$ cat config.mk
export PLATFORM = sky130hd
export DESIGN_NAME = int_iq_slot_allocator
export DESIGN_NICKNAME = d
export VERILOG_FILES = /design/src/rtl/Falco_pkg.sv /design/src/rtl/int_iq_slot_allocator.sv
export SDC_FILE = /design/constraint.sdc
export NUM_CORES = 1
export LEC_CHECK = 0
export ABC_AREA = 1
export CORE_UTILIZATION = 44
export DETAILED_ROUTE_END_ITERATION = 12
export MAX_ROUTING_LAYER = met4
export PLACE_DENSITY = 0.87
export REMOVE_ABC_BUFFERS = 1
export SKIP_CTS_REPAIR_TIMING = 1
export SLEW_MARGIN = 20
export SYNTH_ARGS = -nofsm -noshare
export SYNTH_HDL_FRONTEND = slang
export SYNTH_SLANG_ARGS = --single-unit
export TNS_END_PERCENT = 30
$ cat constraint.sdc
create_clock -name clk -period 4.6 [get_ports clk]
set_input_delay 1.15 -clock clk [delete_from_list [all_inputs] [get_ports clk]]
set_output_delay 1.15 -clock clk [all_outputs]
set_load 0.02 [all_outputs]
$ cat src/rtl/Falco_pkg.sv
// Falco_pkg
// Shared core-wide configuration constants.
//   INT_IQ_NUM : number of integer issue queue slots
package Falco_pkg;
    parameter int INT_IQ_NUM = 8;
endpackage : Falco_pkg

$ cat src/rtl/int_iq_slot_allocator.sv
// int_iq_slot_allocator
// Tracks occupancy of the integer issue queue and hands out up to two free
// slots per cycle to the dispatch stage (older instruction first).
//
// Ports
//   clk                    : clock, all state updates on the rising edge
//   rst                    : synchronous active-high reset
//   dispatch_req0/1        : older / younger dispatch slot requests
//   recovery_flush         : squash all IQ entries
//   issue_slot_idx0/1      : slots leaving the IQ this cycle
//   issue_slot_idx0/1_valid: qualifiers for the issue indices
//   dispatch_slot_idx0/1   : lowest / second-lowest free slot
//   dispatch_instr0/1_valid: allocation grants (combinational)
//   entry_valid            : registered occupancy bitmap
//   free_count             : registered number of free slots
//   dispatch_stall         : fewer than two slots free
module int_iq_slot_allocator #(
    parameter int INT_IQ_NUM   = Falco_pkg::INT_IQ_NUM,
    parameter int INT_IQ_WIDTH = $clog2(INT_IQ_NUM)
) (
    input  logic                    clk,
    input  logic                    rst,
    input  logic                    dispatch_req0,
    input  logic                    dispatch_req1,
    input  logic                    recovery_flush,
    input  logic [INT_IQ_WIDTH-1:0] issue_slot_idx0,
    input  logic [INT_IQ_WIDTH-1:0] issue_slot_idx1,
    input  logic                    issue_slot_idx0_valid,
    input  logic                    issue_slot_idx1_valid,
    output logic [INT_IQ_WIDTH-1:0] dispatch_slot_idx0,
    output logic [INT_IQ_WIDTH-1:0] dispatch_slot_idx1,
    output logic                    dispatch_instr0_valid,
    output logic                    dispatch_instr1_valid,
    output logic [INT_IQ_NUM-1:0]   entry_valid,
    output logic                    dispatch_stall,
    output logic [INT_IQ_WIDTH:0]   free_count
);

    localparam logic [INT_IQ_WIDTH:0] FREE_ALL = (INT_IQ_WIDTH+1)'(INT_IQ_NUM);
    localparam logic [INT_IQ_WIDTH:0] FREE_ONE = (INT_IQ_WIDTH+1)'(1);
    localparam logic [INT_IQ_WIDTH:0] FREE_TWO = (INT_IQ_WIDTH+1)'(2);

    function automatic logic [INT_IQ_WIDTH:0] popcount(input logic [INT_IQ_NUM-1:0] v);
        logic [INT_IQ_WIDTH:0] c;
        c = '0;
        for (int i = 0; i < INT_IQ_NUM; i++) begin
            c = c + {{INT_IQ_WIDTH{1'b0}}, v[i]};
        end
        return c;
    endfunction

    logic [INT_IQ_NUM-1:0]   entry_valid_q, entry_valid_d;
    logic [INT_IQ_WIDTH:0]   free_count_q, free_count_d;
    logic [INT_IQ_WIDTH-1:0] idx0_s, idx1_s;
    logic                    found0_s, found1_s;
    logic                    grant0_s, grant1_s;
    logic [INT_IQ_NUM-1:0]   clr_mask_s, set_mask_s;
    logic [INT_IQ_WIDTH:0]   grant_cnt_s;

    // Lowest and second-lowest free slot, taken from the registered bitmap only
    // so slots freed by issue this cycle are not reused until the next one.
    always_comb begin
        idx0_s   = '0;
        idx1_s   = '0;
        found0_s = 1'b0;
        found1_s = 1'b0;
        for (int i = 0; i < INT_IQ_NUM; i++) begin
            if (!entry_valid_q[i] && !found0_s) begin
                idx0_s   = INT_IQ_WIDTH'(i);
                found0_s = 1'b1;
            end else if (!entry_valid_q[i] && !found1_s) begin
                idx1_s   = INT_IQ_WIDTH'(i);
                found1_s = 1'b1;
            end else begin
                idx0_s   = idx0_s;
                idx1_s   = idx1_s;
            end
        end
    end

    // Grants: the younger request is only served together with the older one;
    // reset and flush suppress both.
    always_comb begin
        grant0_s = dispatch_req0 && (free_count_q >= FREE_ONE) && !recovery_flush && !rst;
        grant1_s = dispatch_req1 && dispatch_req0 && (free_count_q >= FREE_TWO)
                   && !recovery_flush && !rst;
    end

    // Occupancy update. Issue clears are masked with the current bitmap so an
    // issue of an already-free slot (or a duplicate index) frees nothing extra.
    // Granted slots are free in the registered bitmap, so they never collide
    // with the clear mask.
    always_comb begin
        clr_mask_s = '0;
        set_mask_s = '0;
        for (int i = 0; i < INT_IQ_NUM; i++) begin
            clr_mask_s[i] = entry_valid_q[i] &&
                            ((issue_slot_idx0_valid && (issue_slot_idx0 == INT_IQ_WIDTH'(i))) ||
                             (issue_slot_idx1_valid && (issue_slot_idx1 == INT_IQ_WIDTH'(i))));
            set_mask_s[i] = (grant0_s && (idx0_s == INT_IQ_WIDTH'(i))) ||
                            (grant1_s && (idx1_s == INT_IQ_WIDTH'(i)));
        end
        grant_cnt_s = {{INT_IQ_WIDTH{1'b0}}, grant0_s} + {{INT_IQ_WIDTH{1'b0}}, grant1_s};
        if (recovery_flush) begin
            entry_valid_d = '0;
            free_count_d  = FREE_ALL;
        end else begin
            entry_valid_d = (entry_valid_q & ~clr_mask_s) | set_mask_s;
            free_count_d  = free_count_q + popcount(clr_mask_s) - grant_cnt_s;
        end
    end

    // State registers with synchronous reset overriding dispatch, issue and flush.
    always_ff @(posedge clk) begin
        if (rst) begin
            entry_valid_q <= '0;
            free_count_q  <= FREE_ALL;
        end else begin
            entry_valid_q <= entry_valid_d;
            free_count_q  <= free_count_d;
        end
    end

    assign dispatch_slot_idx0    = found0_s ? idx0_s : '0;
    assign dispatch_slot_idx1    = found1_s ? idx1_s : '0;
    assign dispatch_instr0_valid = grant0_s;
    assign dispatch_instr1_valid = grant1_s;
    assign entry_valid           = entry_valid_q;
    assign free_count            = free_count_q;
    assign dispatch_stall        = (free_count_q < FREE_TWO);

endmodule : int_iq_slot_allocator

# Yosys cells after proc, flatten, opt, wreduce, memory -nomap -nowiden
# Cells that the tools add are included.
# word_totals
reg_bits,12
latchBits,0
ramBits,0
romBits,0
input_bits,13
output_inout_bits,21
word_cells,193
mem_count,0
# classes
n_addsub,10
n_mul,0
div,0
magnitude_cmp,3
eq_ne,28
n_shift,0
mux,45
bitwise,3
n_reduce_logical,102
# op_table
op,count
$logic_and A1 B1 Y1,60
$mux W3,20
$eq A3 B3 Y1 const B,16
$mux W1,25
$eq A3 B2 Y1 const B,8
$logic_not A1 Y1,21
$add A4 B1 Y4,4
$logic_or A1 B1 Y1,16
$eq A3 B1 Y1 const B,4
$logic_not A3 Y1,4
$and A8 B8 Y8,1
$not A8 Y8,1
$or A8 B8 Y8,1
$add A1 B1 Y2,2
$add A3 B1 Y4,1
$add A4 B4 Y4,1
$ge A4 B1 Y1 const B,1
$ge A4 B2 Y1 const B,1
$lt A4 B2 Y1 const B,1
$sub A4 B2 Y4,1
$add A2 B1 Y3,1
$reduce_or A2 Y1,1

# Longest topological paths before layout
# Gate-level depths: netlist of run 1.
# logic_depth
word_depth,31
mapped_depth,15
depth_no_buf,15

# Worst setup path after synthesis of run 1
# No wires, ideal clock.
# synth_timing
path_kind,in2reg
start,input port rst
end,"register free_count_q[1], in the netlist free_count[1]"
setup_time_ns,0.065
t_arrival_ns,4.282
t_required_ns,4.535
slack_ns,0.253
path_stages,13
path_buffers,0
path_cell_list,nor2_2 -> nand2_1 -> inv_1 -> nand3_1 -> fa_1 -> inv_1 -> fa_1 -> fa_1 -> inv_1 -> fa_1 -> inv_1 -> fa_1 -> nor2_1
# synth_via
elab_chain_len,4
# synth_rtl
element,line_no,source
"start, declared",int_iq_slot_allocator.sv:22,"input logic rst,"
$logic_not A1 Y1,"int_iq_slot_allocator.sv:84, int_iq_slot_allocator.sv:86",
$logic_and A1 B1 Y1 (on tied branches),"int_iq_slot_allocator.sv:84, int_iq_slot_allocator.sv:86",
$add A1 B1 Y2,int_iq_slot_allocator.sv:103,"grant_cnt_s = {{INT_IQ_WIDTH{1'b0}}, grant0_s} + {{INT_IQ_WIDTH{1'b0}}, grant1_s};"
$sub A4 B2 Y4,int_iq_slot_allocator.sv:109,free_count_d = free_count_q + popcount(clr_mask_s) - grant_cnt_s;
"end signal, assigned",int_iq_slot_allocator.sv:120,free_count_q <= free_count_d;
"end, declared",int_iq_slot_allocator.sv:53,"logic [INT_IQ_WIDTH:0] free_count_q, free_count_d;"
# Several ways; a longest one is shown, not always the timed one.
# A chain may end at the register's enable or synchronous reset.

# Worst setup path in the final report of run 1
# layout_timing
start,input port issue_slot_idx0_valid
end,"register free_count_q[1], in the netlist free_count[1]"
# layout_via
elab_chain_len,12
# layout_rtl
element,line_no,source
"start, declared",int_iq_slot_allocator.sv:28,"input logic issue_slot_idx0_valid,"
$logic_and A1 B1 Y1,int_iq_slot_allocator.sv:98,((issue_slot_idx0_valid && (issue_slot_idx0 == INT_IQ_WIDTH'(i))) ||
$logic_or A1 B1 Y1,int_iq_slot_allocator.sv:98,
$logic_and A1 B1 Y1,int_iq_slot_allocator.sv:97,clr_mask_s[i] = entry_valid_q[i] &&
$add A1 B1 Y2,int_iq_slot_allocator.sv:47,"c = c + {{INT_IQ_WIDTH{1'b0}}, v[i]};"
$add A2 B1 Y3,int_iq_slot_allocator.sv:47,
$add A3 B1 Y4,int_iq_slot_allocator.sv:47,
$add A4 B1 Y4 (3 in series),int_iq_slot_allocator.sv:47,
$add A4 B1 Y4 (*),int_iq_slot_allocator.sv:47,
$add A4 B4 Y4 (*),int_iq_slot_allocator.sv:109,
$sub A4 B2 Y4 (*),int_iq_slot_allocator.sv:109,
# Every way passes the cells marked *; elsewhere a longest branch is shown, timed or not.

==> impl_metrics.xml, run 1 <==
<?xml version="1.0" encoding="UTF-8"?>
<metrics>
  <group name="timing">
    <metric name="timing_worst_slew_pin_value" unit="ns">0.346</metric>
    <metric name="post-route-min-period" unit="ns">4.47</metric>
    <metric name="postLayoutSetupSlackWorst" unit="ns">0.128</metric>
    <metric name="timing.fmax" unit="MHz">224</metric>
    <metric name="worst_hold_slack" unit="ns">0.642</metric>
    <metric name="final-setup-viol-count" unit="">0</metric>
    <metric name="worst_slew_slack_as_a_fraction_of_its_limit" unit="">0.769</metric>
    <metric name="hold_viol_final" unit="">0</metric>
    <metric name="period_share" unit="">0.972</metric>
    <metric name="maxSlewViolCount" unit="">0</metric>
    <metric name="skew_final" unit="ns">0.00152</metric>
  </group>
  <group name="logic_synthesis">
    <metric name="synth_area_leaders" unit="">dfxtp_1, inv_1, nand2_1</metric>
    <metric name="synth_seq_area_share" unit="">0.188</metric>
    <metric name="ys.flop_type" unit="">dfxtp_1</metric>
    <metric name="yosys.cell_count.top_type" unit="">inv_1</metric>
    <metric name="count_of_flip_flops_with_a_built_in_enable_after_synthesis" unit="">0</metric>
    <metric name="async_flop_share" unit="">0</metric>
    <metric name="synth.yosys.warnings" unit="">0</metric>
    <metric name="synthesized_area" unit="sq mm">0.00127</metric>
    <metric name="synth_largest_type_area_fraction" unit="">0.188</metric>
    <metric name="postSynthRegisterBits" unit="">12</metric>
    <metric name="synth_top_area_cell" unit="">dfxtp_1</metric>
    <metric name="syn_inst_count" unit="">196</metric>
    <metric name="synth.distinct_cells" unit="">29</metric>
    <metric name="post_synth.cell_area_avg" unit="sq um">6.50</metric>
    <metric name="synthTopCellsByCount" unit="">inv_1, nand2_1, nor2_1</metric>
  </group>
  <group name="critical_path">
    <metric name="cp-end-kind" unit="">flop</metric>
    <metric name="slowest_stage" unit="">fa_1</metric>
    <metric name="required" unit="ns">4.83</metric>
    <metric name="crit_path_frequent_cell" unit="">fa_1</metric>
    <metric name="worst_ep_arrival_time" unit="ns">4.70</metric>
    <metric name="timing.critical_path.to" unit="">free_count[1]</metric>
    <metric name="cp-start-kind" unit="">primary input</metric>
    <metric name="crit-reg2reg-capture" unit="">free_count[1]</metric>
    <metric name="path_max_fanout" unit="">2</metric>
    <metric name="critical_path_class" unit="">in -&gt; reg</metric>
    <metric name="crit_path_start" unit="">issue_slot_idx0_valid</metric>
    <metric name="path_cells" unit="">clkdlybuf4s50_1 -&gt; inv_1 -&gt; nor2_4 -&gt; inv_2 -&gt; o22ai_2 -&gt; nand2_2 -&gt; fa_1 -&gt; fa_1 -&gt; fa_1 -&gt; inv_1 -&gt; fa_1 -&gt; inv_2 -&gt; fa_1 -&gt; nor2_1</metric>
    <metric name="critical_path.reg2reg.startpoint" unit="">free_count[2]</metric>
    <metric name="worst-r2r-setup-slack" unit="ns">1.07</metric>
    <metric name="slowest_delay" unit="ns">0.54</metric>
    <metric name="worst-r2r-cell-count" unit="">13</metric>
  </group>
  <group name="placement">
    <metric name="port_buffers" unit="">33</metric>
    <metric name="globalplace.congestion" unit="">0.919</metric>
    <metric name="preCtsSetupSlack" unit="ns">-0.304</metric>
    <metric name="detailedPlacementHpwl" unit="um">2860</metric>
  </group>
  <group name="drt">
    <metric name="drc_errors" unit="">0</metric>
    <metric name="route.final.wire_length" unit="um">3780</metric>
    <metric name="avgViaCountPerCell" unit="">5.51</metric>
    <metric name="drtAntennaViolNets" unit="">0</metric>
    <metric name="wl_per_cell" unit="um">13.5</metric>
    <metric name="via_count" unit="">1547</metric>
    <metric name="detailedRoute.firstPassIterationCount" unit="">4</metric>
    <metric name="drt_iter0_drc" unit="">115</metric>
  </group>
  <group name="clocking">
    <metric name="cts_buffers" unit="">3</metric>
    <metric name="cts.sinks" unit="">12</metric>
    <metric name="clkLatencyLatePin" unit="ns">0.28</metric>
    <metric name="ctsRootBufferMaster" unit="">clkbuf_4</metric>
    <metric name="clk_transition_reported_paths" unit="ns">0.08</metric>
    <metric name="tritoncts" unit="">built</metric>
    <metric name="cts_max_path_buffers" unit="">2</metric>
    <metric name="cts_htree_levels" unit="">1</metric>
  </group>
  <group name="global_routing">
    <metric name="maximum_number_of_pins_on_one_net_before_global_route_repair" unit="">9</metric>
    <metric name="grt_remaining_overflow" unit="">0</metric>
    <metric name="grt_pass1_vias" unit="">1310</metric>
    <metric name="grt.total_usage" unit="">0.241</metric>
    <metric name="grt_antenna_before_repair" unit="">0</metric>
    <metric name="global_route_wire_length_before_repair" unit="um">5740</metric>
  </group>
  <group name="power_and_ir_drop">
    <metric name="leakage_power_summed_over_all_cells" unit="nW">0.941</metric>
    <metric name="vdd.ir_drop.worst" unit="mV">0.119</metric>
    <metric name="totalPowerFinal" unit="uW">264</metric>
    <metric name="power_density" unit="mW/mm^2">140</metric>
  </group>
  <group name="job">
    <metric name="timing.max_cap.violations" unit="">0</metric>
  </group>
  <group name="floorplanning">
    <metric name="fp-row-count" unit="">19</metric>
    <metric name="floorplan.core_area" unit="sq mm">0.00276</metric>
    <metric name="floorplan.initialDensity" unit="">0.462</metric>
    <metric name="die_height" unit="um">55.8</metric>
    <metric name="die-width" unit="um">55.8</metric>
    <metric name="floorplan.die_area" unit="sq mm">0.00312</metric>
    <metric name="ios" unit="">34</metric>
  </group>
  <group name="cells_and_area">
    <metric name="layout-area-overhead-vs-synth" unit="%">47.8</metric>
    <metric name="post_route_cells_drive_above_1_share" unit="">0.208</metric>
    <metric name="insertedDiodeCount" unit="">0</metric>
    <metric name="fin_util" unit="">0.683</metric>
    <metric name="nets" unit="">277</metric>
  </group>
  <group name="min_path">
    <metric name="hold_depth" unit="">4</metric>
    <metric name="hold_path.class" unit="">reg -&gt; reg</metric>
  </group>
  <group name="run_status">
    <metric name="status" unit="">finished, final reports clean</metric>
  </group>
</metrics>
[cell usage in the layout (no fill, tap or decap), types with 3 or more instances in the layout]
master / count
inv_1: 44
nand2_1: 40
clkdlybuf4s50_1: 28
buf_4: 18
nor2_1: 16
nand3_1: 15
dfxtp_1: 12
nand2_2: 7
fa_1: 7
inv_2: 5
ha_1: 5
dlymetal6s2s_1: 5
nor2_2: 4
o22ai_1: 4
nand4_1: 4
o221ai_1: 4
nor2_4: 3
o211ai_1: 3
clkbuf_4: 3
[layout make-up]
cell class | instances | area (sq um)
multi-input combinational | 134 | 917
fill | 217 | 873
tap | 31 | 38.8
inverter | 50 | 188
sequential | 12 | 240
timing repair buffer | 51 | 478
clock buffer | 3 | 22.5
[per-layer routing]
layer,track usage,vias up,part of all wire,routed length [um]
li1,-,734,-,-
met1,0.314,715,0.41,1550
met2,0.391,81,0.48,1830
met3,0.0302,17,0.069,261
met4,0.0767,0,0.038,144
met5,-,-,0,0
[power breakdown]
group / switching [mW] / internal (mW)
Sequential: 0.00165 / 0.106
Combinational: 0.0444 / 0.0406
Clock: 0.0405 / 0.0305
[cells by family (layout without fill, tap and decap cells)]
family,Yosys count,count (layout),share of synthesized area
xor+xnor,2,2,0.0137
flops,12,12,0.188
compound gates,26,26,0.144
simple gates,94,94,0.347
buf+inv,50,104,0.147
fa+ha+maj,12,12,0.159
[worst min path at each step]
stage | slack, ns | start | end
CTS | 0.64 | entry_valid[1] | entry_valid[1]
global placement | 0.61 | entry_valid[1] | entry_valid[1]
global route | 0.68 | entry_valid[0] | entry_valid[0]
finish | 0.64 | entry_valid[1] | entry_valid[1]
detailed placement | 0.63 | entry_valid[1] | entry_valid[1]
floorplan | 0.67 | entry_valid[0] | entry_valid[0]
[sequential cells by signal, indices dropped and copies added, names as in the netlist]
register	flops
entry_valid	8
free_count	4
[worst max-delay path, delay by kind of cell]
family                     cells  cell delay [ns]
buffers and inverters          5             0.75
adders and majority gates      5             2.31
AOI/OAI and AO/OA              1             0.19
and+or+nand+nor                3             0.29
[stage by stage]
step / TNS, ns / cell area, sq um / cells
floorplan: 0 / 1270 / 196
global placement: -0.489 / 1760 / 275
detailed placement: -0.817 / 1760 / 275
CTS: -0.0225 / 1780 / 278
global route: -0.0245 / 1880 / 281
finish: 0 / 1880 / 281
(Power assumes the default switching activity.)
==> run 2, diff against run 1 <==
CORE_MARGIN = 2   (was unset)
CORE_UTILIZATION = 57   (was 44)
DONT_BUFFER_PORTS = 1   (was unset)
PLACE_DENSITY = 0.85   (was 0.87)
==> run 2 against run 1 <==
Compared with the run above:
- combinational power shrank 48%
- hold slack gained 0.081 ns
- flip-flop and latch count is the same
- cell count shrank 19%
- routed wire length shrank 13%
- sequential share of layout area grew 5.1 points
- setup slack gained 0.26 ns
- design area shrank 28%
- critical path type unchanged
- largest cell class unchanged
==> impl_metrics.xml, run 2 (synthesis results as in run 1) <==
<?xml version="1.0" encoding="UTF-8"?>
<metrics>
  <group name="run_status">
    <metric name="status" unit="">finished, final reports clean</metric>
  </group>
  <group name="cells_and_area">
    <metric name="mostFrequentLayoutCell" unit="">inv_1</metric>
    <metric name="layout_common_cells" unit="">inv_1, nand2_1, nor2_1</metric>
    <metric name="layout-area-overhead-vs-synth" unit="%">5.69</metric>
    <metric name="post_route_cells_drive_above_1_share" unit="">0.0945</metric>
    <metric name="multi_input_area" unit="sq um">847</metric>
    <metric name="nFillCells" unit="">222</metric>
    <metric name="layout.area.seq" unit="sq um">240</metric>
    <metric name="largest_register_ff_count" unit="">8</metric>
    <metric name="nets" unit="">228</metric>
    <metric name="insertedDiodeCount" unit="">0</metric>
  </group>
  <group name="power_and_ir_drop">
    <metric name="vdd.ir_drop.worst" unit="mV">0.130</metric>
    <metric name="power_density" unit="mW/mm^2">168</metric>
    <metric name="power.switching_fraction" unit="">0.330</metric>
    <metric name="power_report.internal_total" unit="uW">151</metric>
    <metric name="leakage_power_summed_over_all_cells" unit="nW">0.688</metric>
    <metric name="power.sequential.fraction" unit="">0.488</metric>
    <metric name="share_comb_of_total_power" unit="">0.198</metric>
    <metric name="power.net_switching" unit="uW">74.5</metric>
    <metric name="clkPwrFrac" unit="">0.315</metric>
  </group>
  <group name="clocking">
    <metric name="clk_transition_reported_paths" unit="ns">0.07</metric>
    <metric name="cts_buffers" unit="">3</metric>
    <metric name="ctsRootBufferMaster" unit="">clkbuf_4</metric>
    <metric name="tritoncts" unit="">built</metric>
    <metric name="cts_htree_levels" unit="">1</metric>
    <metric name="cts_max_path_buffers" unit="">2</metric>
    <metric name="cts.sinks" unit="">12</metric>
    <metric name="clkLatencyLatePin" unit="ns">0.29</metric>
  </group>
  <group name="floorplanning">
    <metric name="floorplan.core_area" unit="sq mm">0.00217</metric>
    <metric name="fp-row-count" unit="">17</metric>
    <metric name="ios" unit="">34</metric>
    <metric name="floorplan.die_area" unit="sq mm">0.00263</metric>
    <metric name="die_height" unit="um">51.3</metric>
    <metric name="die-width" unit="um">51.3</metric>
    <metric name="floorplan.initialDensity" unit="">0.588</metric>
  </group>
  <group name="timing">
    <metric name="rsz0062_at_grt" unit="">no</metric>
    <metric name="timing.fmax" unit="MHz">238</metric>
    <metric name="final-setup-viol-count" unit="">0</metric>
    <metric name="worst_hold_slack" unit="ns">0.723</metric>
    <metric name="skew_final" unit="ns">0.0141</metric>
    <metric name="timing_worst_slew_pin_value" unit="ns">0.539</metric>
    <metric name="setup-tns-final" unit="ns">0</metric>
    <metric name="maxSlewViolCount" unit="">0</metric>
    <metric name="worst_slew_slack_as_a_fraction_of_its_limit" unit="">0.638</metric>
    <metric name="hold_viol_final" unit="">0</metric>
    <metric name="post-route-min-period" unit="ns">4.21</metric>
    <metric name="period_share" unit="">0.915</metric>
  </group>
  <group name="global_routing">
    <metric name="grt_antenna_before_repair" unit="">0</metric>
    <metric name="global_route_wire_length_before_repair" unit="um">5330</metric>
    <metric name="grt.total_usage" unit="">0.280</metric>
    <metric name="grt_remaining_overflow" unit="">0</metric>
    <metric name="grt_pass1_vias" unit="">1240</metric>
    <metric name="maximum_number_of_pins_on_one_net_before_global_route_repair" unit="">9</metric>
  </group>
  <group name="drt">
    <metric name="via_count" unit="">1301</metric>
    <metric name="route.final.wire_length" unit="um">3290</metric>
    <metric name="wl_per_cell" unit="um">14.4</metric>
    <metric name="drt_iter0_drc" unit="">74</metric>
    <metric name="drc_errors" unit="">0</metric>
    <metric name="avgViaCountPerCell" unit="">5.68</metric>
    <metric name="drtAntennaViolNets" unit="">0</metric>
    <metric name="detailedRoute.firstPassIterationCount" unit="">4</metric>
  </group>
  <group name="placement">
    <metric name="globalplace.congestion" unit="">1.01</metric>
    <metric name="detailedPlacementHpwl" unit="um">2700</metric>
    <metric name="port_buffers" unit="">0</metric>
  </group>
  <group name="critical_path">
    <metric name="cp-start-kind" unit="">primary input</metric>
    <metric name="cp-end-kind" unit="">flop</metric>
    <metric name="required" unit="ns">4.82</metric>
    <metric name="path_max_fanout" unit="">4</metric>
    <metric name="worst_ep_arrival_time" unit="ns">4.43</metric>
    <metric name="critical_path_class" unit="">in -&gt; reg</metric>
  </group>
  <group name="job">
    <metric name="timing.max_cap.violations" unit="">0</metric>
  </group>
  <group name="min_path">
    <metric name="hold_path.class" unit="">reg -&gt; reg</metric>
  </group>
</metrics>
-- run 2: cell types whose count changed in the layout (fill, tap and decap cells not counted), sizes merged --
cell | previous run | this run
buf | 18 | 2
clkdlybuf4s50 | 28 | 0
dlymetal6s2s | 5 | 0
-- run 2: worst max-delay path: stages --
cell and delay, ns:
nand2_1 0.09, o31ai_1 0.48, nand2_1 0.14, fa_1 0.52, fa_1 0.45, fa_1 0.55, inv_1 0.05, fa_1 0.37
inv_1 0.09, fa_1 0.41, nor2_1 0.11
-- run 2: cell type report --
type                       count  share of cell area
clock buffer                   3              0.0167
multi-input combinational    134               0.629
sequential                    12               0.178
timing repair buffer           2              0.0111
tap                           28              0.0260
inverter                      50               0.139
-- run 2: worst paths after layout --
kind	slack, ns	end	from	depth (start not counted)
min reg2reg	0.72	entry_valid[1]	entry_valid[1]	4
max	0.39	free_count[1]	issue_slot_idx1_valid	11
max reg2reg	0.82	free_count[1]	free_count[2]	13
min	0.72	entry_valid[1]	entry_valid[1]	4
-- run 2: stage by stage --
step                      power (mW)  instances  utilization  instance area [sq um]  setup slack (ns)
after floorplan                0.147        196            -                   1270             0.253
after global placement         0.154        226        0.611                   1330             0.284
after detailed placement       0.157        226        0.611                   1330             0.201
after CTS                      0.223        229        0.621                   1350             0.450
after global routing           0.233        229        0.621                   1350             0.109
final                          0.226        229        0.621                   1350             0.392
-- run 2: power groups by stage --
| stage | logic, mW | clock network, mW | registers [mW] |
|---|---|---|---|
| after CTS | 0.0444 | 0.0683 | 0.110 |
| final | 0.0446 | 0.0711 | 0.110 |
| after global placement | 0.0415 | 0 | 0.113 |
| after global routing | 0.0506 | 0.0715 | 0.111 |
| after floorplan | 0.0344 | 0 | 0.112 |
| after detailed placement | 0.0440 | 0 | 0.113 |
-- run 2: layer usage --
metal,part of all wire,track usage,vias up
met4,0.015,0.0877,0
li1,-,-,632
met3,0.097,0.0643,6
met2,0.49,0.485,68
met5,0,-,-
met1,0.39,0.323,595
==> RTL change 1 (config.mk and constraints of run 2) <==
Set the package constant `INT_IQ_NUM` to 16 (it was 8).
--- a/src/rtl/Falco_pkg.sv
+++ b/src/rtl/Falco_pkg.sv
@@ -3,5 +3,5 @@
 //   INT_IQ_NUM : number of integer issue queue slots
 package Falco_pkg;
-    parameter int INT_IQ_NUM = 8;
+    parameter int INT_IQ_NUM = 16;
 endpackage : Falco_pkg
 
Ports: changed (6 resized); port bits go from 34 to 47. The function was not compared with the original's and may differ.
==> RTL change 1 against run 2 <==
  * The run now ends with setup timing left
  * Sequential cell count up 9
  * Total power up 97%
  * Design area up 140%
  * Core utilization up 13 points
  * Combinational power rose to 3.0 times the old value
  * Synthesized area up 96%
  * Worst setup slack worse by 1500 ps
  * Wire length up 140%
  * Largest cell class unchanged
  * Highest routed layer unchanged
==> RTL change 1: results (changes against run 2) <==
{| class="wikitable"
! Metric !! Value
|-
| Post-synth cell types || 34 (+17%)
|-
| Failing checks || setup timing
|-
| Power per unit of standard cell area || 138 mW/mm² (-18%)
|-
| Lkg Pwr || 0.00160 µW (+130%)
|-
| Last element of the critical path || free_count[4]$_SDFF_PP1_
|-
| Synth area leaders || sky130_fd_sc_hd__dfxtp_1 17%, sky130_fd_sc_hd__inv_1 13%, sky130_fd_sc_hd__nand2_1 12%, sky130_fd_sc_hd__fa_1 10%, sky130_fd_sc_hd__nor2_1 7.4%
|-
| Startpoint of the worst hold path || entry_valid[6]$_SDFF_PP0_
|-
| Pin count of the biggest net entering global routing || 15 (+6)
|-
| Maximum fanout along the worst path || 3 (-1)
|-
| Total wirelength of the detailed-routed design || 7920 µm (+140%)
|-
| Worst relative slew slack || 68.7% (+4.9 points)
|-
| Area occupied by registers || 420 µm² (+75%)
|-
| Post-detail-place hpwl || 6220 µm (+130%)
|-
| Final count of negative-setup-slack endpoints || 5 (+5)
|-
| FF-to-FF path depth || 19 (+6)
|-
| Global-route wire length before repair || 12,300 µm (+130%)
|-
| Setup TNS Final || -3540 ps (-3540 ps)
|-
| Final-layout non-clock buffer area share || 15.4% (+14 points)
|-
| Share of final-layout standard cells stronger than drive strength 1 || 28.6% (+19 points)
|-
| Post-synthesis sequential area ratio || 16.8% (-2.0 points)
|-
| Data arrival at the endpoint of the critical path || 5890 ps (+1460 ps)
|-
| Clock Latency Late Sink || 260 ps (-30 ps)
|-
| Pre-antenna DRT Iters || 5 (+1)
|-
| Max reg flops || 16 (+8)
|-
| Maximum vdd ir drop || 0.196 mV (+51%)
|-
| Number of clock sinks || 21 (+9)
|-
| Fillers || 301 (+36%)
|-
| Clock power share || 27.4% (-4.1 points)
|-
| Fraction of standard cell area in multi-input logic || 57.0% (-5.8 points)
|-
| Vias in the first global route || 2,638 (+110%)
|-
| Net total in the final layout || 500 (+120%)
|-
| Non-clk bufs || 66 (+64)
|-
| Number of violations reported at the end of detailed-routing iteration 0 || 355 (+380%)
|-
| Status || finished with violations
|-
| Final setup margin || -1140 ps (-1530 ps)
|-
| Clock Network Area Fraction || 1.40% (-0.27 points)
|-
| Crit path launch || issue_slot_idx0[2]
|-
| Reg2reg start || free_count[3]$_SDFF_PP0_
|-
| Hold Path Sink || entry_valid[6]$_SDFF_PP0_
|-
| Hold Worst Slack || 662 ps (-61.0 ps)
|-
| Final clock skew || 5.91 ps (-8.16 ps)
|-
| Internal reg-to-reg setup slack || -540 ps (-1360 ps)
|-
| Multi-input gates || 273 (+100%)
|-
| Number of clock-tree buffers in the layout || 4 (+1)
|-
| Root Driver || sky130_fd_sc_hd__clkbuf_8
|-
| Fraction of power spent switching nets || 31.2% (-1.8 points)
|-
| Power in sequential cells || 188 µW (+71%)
|-
| Via/cell ratio || 5.73 (+0.85%)
|-
| Inverter count || 94 (+88%)
|}
==> RTL change 1: cells by family after synthesis <==
group           share of synthesized area (%)
xor+xnor                                 1.40
buf+inv                                  14.3
flops                                    16.8
fa+ha+maj                                16.9
simple gates                             38.1
compound gates                           12.5
==> RTL change 1: routing by layer <==
layer / up-vias / wire length, µm / GRT usage [%] / share of wire (%)
met2: 205 / 3930 / 55.3 / 50
li1: 1388 / - / - / -
met4: 0 / 228 / 8.76 / 2.9
met1: 1297 / 2960 / 39.4 / 37
met5: - / 0 / - / 0
met3: 32 / 806 / 4.33 / 10
==> RTL change 1: per-stage QoR <==
| step | area, µm² | worst slack [ps] | std cells |
|---|---|---|---|
| floorplan | 2490 | -1800 | 388 |
| global placement | 3010 | -1480 | 500 |
| detailed placement | 3010 | -1600 | 500 |
| CTS | 3050 | -1360 | 504 |
| global route | 3230 | -1270 | 510 |
| finish | 3230 | -1140 | 510 |
==> RTL change 1: worst max-delay path, stage by stage <==
cell and delay, ps:
sky130_fd_sc_hd__inv_1 60, sky130_fd_sc_hd__nor3_2 220, sky130_fd_sc_hd__inv_1 100, sky130_fd_sc_hd__o22ai_2 140, sky130_fd_sc_hd__nand2_1 100, sky130_fd_sc_hd__fa_1 560
sky130_fd_sc_hd__inv_1 70, sky130_fd_sc_hd__fa_1 500, sky130_fd_sc_hd__inv_1 50, sky130_fd_sc_hd__fa_1 490, sky130_fd_sc_hd__fa_1 440, sky130_fd_sc_hd__fa_1 530
sky130_fd_sc_hd__inv_2 50, sky130_fd_sc_hd__fa_2 410, sky130_fd_sc_hd__fa_2 400, sky130_fd_sc_hd__nand2_2 100, sky130_fd_sc_hd__nand2_2 50, sky130_fd_sc_hd__a21oi_2 140
sky130_fd_sc_hd__xor2_1 80, sky130_fd_sc_hd__or2_4 250
==> RTL change 2 (config.mk and constraints of run 2) <==
Made on the original files. Put one more register stage on the output `free_count`, cleared by the reset. The value now appears one clock later. The other outputs are not delayed to match. Comments in the files are not updated.
--- a/src/rtl/int_iq_slot_allocator.sv
+++ b/src/rtl/int_iq_slot_allocator.sv
@@ -127,5 +127,11 @@
     assign dispatch_instr1_valid = grant1_s;
     assign entry_valid           = entry_valid_q;
-    assign free_count            = free_count_q;
+    always_ff @(posedge clk) begin
+        if (rst) begin
+            free_count <= '0;
+        end else begin
+            free_count <= free_count_q;
+        end
+    end
     assign dispatch_stall        = (free_count_q < FREE_TWO);
 
Formal check against the unedited RTL: not equivalent (Yosys sat finds a counterexample within 4 cycles, from zero or initial values and one cycle with rst high).
==> RTL change 2 against run 2 <==
  * Clock power up 40%
  * Wire length down 4.0%
  * Synthesized area up 8.7%
  * Total power up 28%
  * Sequential share of layout area up 3.9 points
  * Sequential cell count up 4
  * Worst setup slack better by 120 ps
  * Design area up 9.3%
  * Maximum frequency up 2.8%
  * Critical path type unchanged
==> RTL change 2: results (changes against run 2) <==
{| class="wikitable"
! Metric !! Value
|-
| Adder and majority gate portion of the synthesized area || 14.6% (-1.3 points)
|-
| Fillers || 209 (-5.9%)
|-
| Via/cell ratio || 5.37 (-5.4%)
|-
| Global-route wire length before repair || 5210 µm (-2.3%)
|-
| Met3 Track Usage GR || 7.63% (+1.2 points)
|-
| Maximum fanout along the worst path || 10 (+6)
|-
| Worst hold path cell count || 2 (-2)
|-
| Crit path launch || rst
|-
| Power in sequential cells || 146 µW (+33%)
|-
| Global routing usage summed across all routing layers || 26.6% (-1.5 points)
|-
| Startpoint of the worst hold path || free_count_q[3]$_SDFF_PP1_
|-
| Net total in the final layout || 240 (+5.3%)
|-
| Power dissipated in the clock network || 99.7 µW (+40%)
|-
| Status || finished, final reports clean
|-
| Worst-case setup slack after placement || 153 ps (-48.0 ps)
|-
| Xor/xnor cell area share of the yosys netlist || 0.632% (-0.74 points)
|-
| Reg2reg start || free_count_q[2]$_SDFF_PP0_
|-
| Met1 routed wirelength after detailed routing || 1270 µm (-2.1%)
|-
| Post-synth cell types || 31 (+6.9%)
|-
| Compound-gate portion of the synthesized area || 13.6% (-0.80 points)
|-
| Post-synthesis sequential area ratio || 23.1% (+4.3 points)
|-
| Pin count of the biggest net entering global routing || 11 (+2)
|-
| DR WL met3 || 316 µm (-1.3%)
|-
| Data arrival at the endpoint of the critical path || 4350 ps (-80 ps)
|-
| Clock Latency Late Sink || 310 ps (+20 ps)
|-
| Clock transition at the registers of the reported paths || 110 ps (+40 ps)
|-
| Minimum period implied by the final worst setup slack || 4090 ps (-116 ps)
|-
| Met1 track utilization from global routing || 28.5% (-3.8 points)
|-
| Lkg Pwr || 0.000729 µW (+6.1%)
|-
| Fraction of power spent switching nets || 29.1% (-3.9 points)
|-
| Final clock skew || 11.2 ps (-2.88 ps)
|-
| Worst relative slew slack || 70.1% (+6.3 points)
|-
| Maximum vdd ir drop || 0.213 mV (+63%)
|-
| Share of final-layout standard cells stronger than drive strength 1 || 12.1% (+2.7 points)
|-
| FF-to-FF path depth || 15 (+2)
|-
| Final Wtd Congestion || 0.856 (-15%)
|-
| Ranking of synthesized cells by instance count || 48 x sky130_fd_sc_hd__inv_1, 40 x sky130_fd_sc_hd__nand2_1, 25 x sky130_fd_sc_hd__nor2_1
|-
| Last element of the critical path || free_count_q[1]$_SDFF_PP0_
|-
| Vias in the first global route || 1,247 (+0.56%)
|}
[RTL change 2: cell types whose count changed in the layout (fill, tap and decap cells not counted), sizes merged, moves of 2 or more]
cell / change
nand3: +2
nor2: +5
inv: +2
a21oi: +3
nand4: -2
dfxtp: +4
[RTL change 2: layout make-up]
type / count / area [µm²] / area share [%]
Clock buffer: 4 / 36.3 / 2.46
Tap cell: 28 / 35.0 / 2.38
Timing Repair Buffer: 3 / 22.5 / 1.53
Inverter: 52 / 195 / 13.3
Sequential cell: 16 / 320 / 21.8
Multi-Input combinational cell: 139 / 863 / 58.6
[RTL change 2: kinds of logic (layout without fill, tap and decap cells)]
logic type | count (synthesis) | count (layout)
AOI/OAI and AO/OA | 28 | 28
xor gates and xnor gates | 1 | 1
adders and majority gates | 12 | 12
buffers and inverters | 53 | 59
DFF | 16 | 16
and+or+nand+nor | 98 | 98
[RTL change 2: metrics by stage]
step,cells,area [µm²]
after floorplan,207,1380
after global placement,238,1440
after detailed placement,238,1440
after CTS,242,1470
after global routing,242,1470
final,242,1470
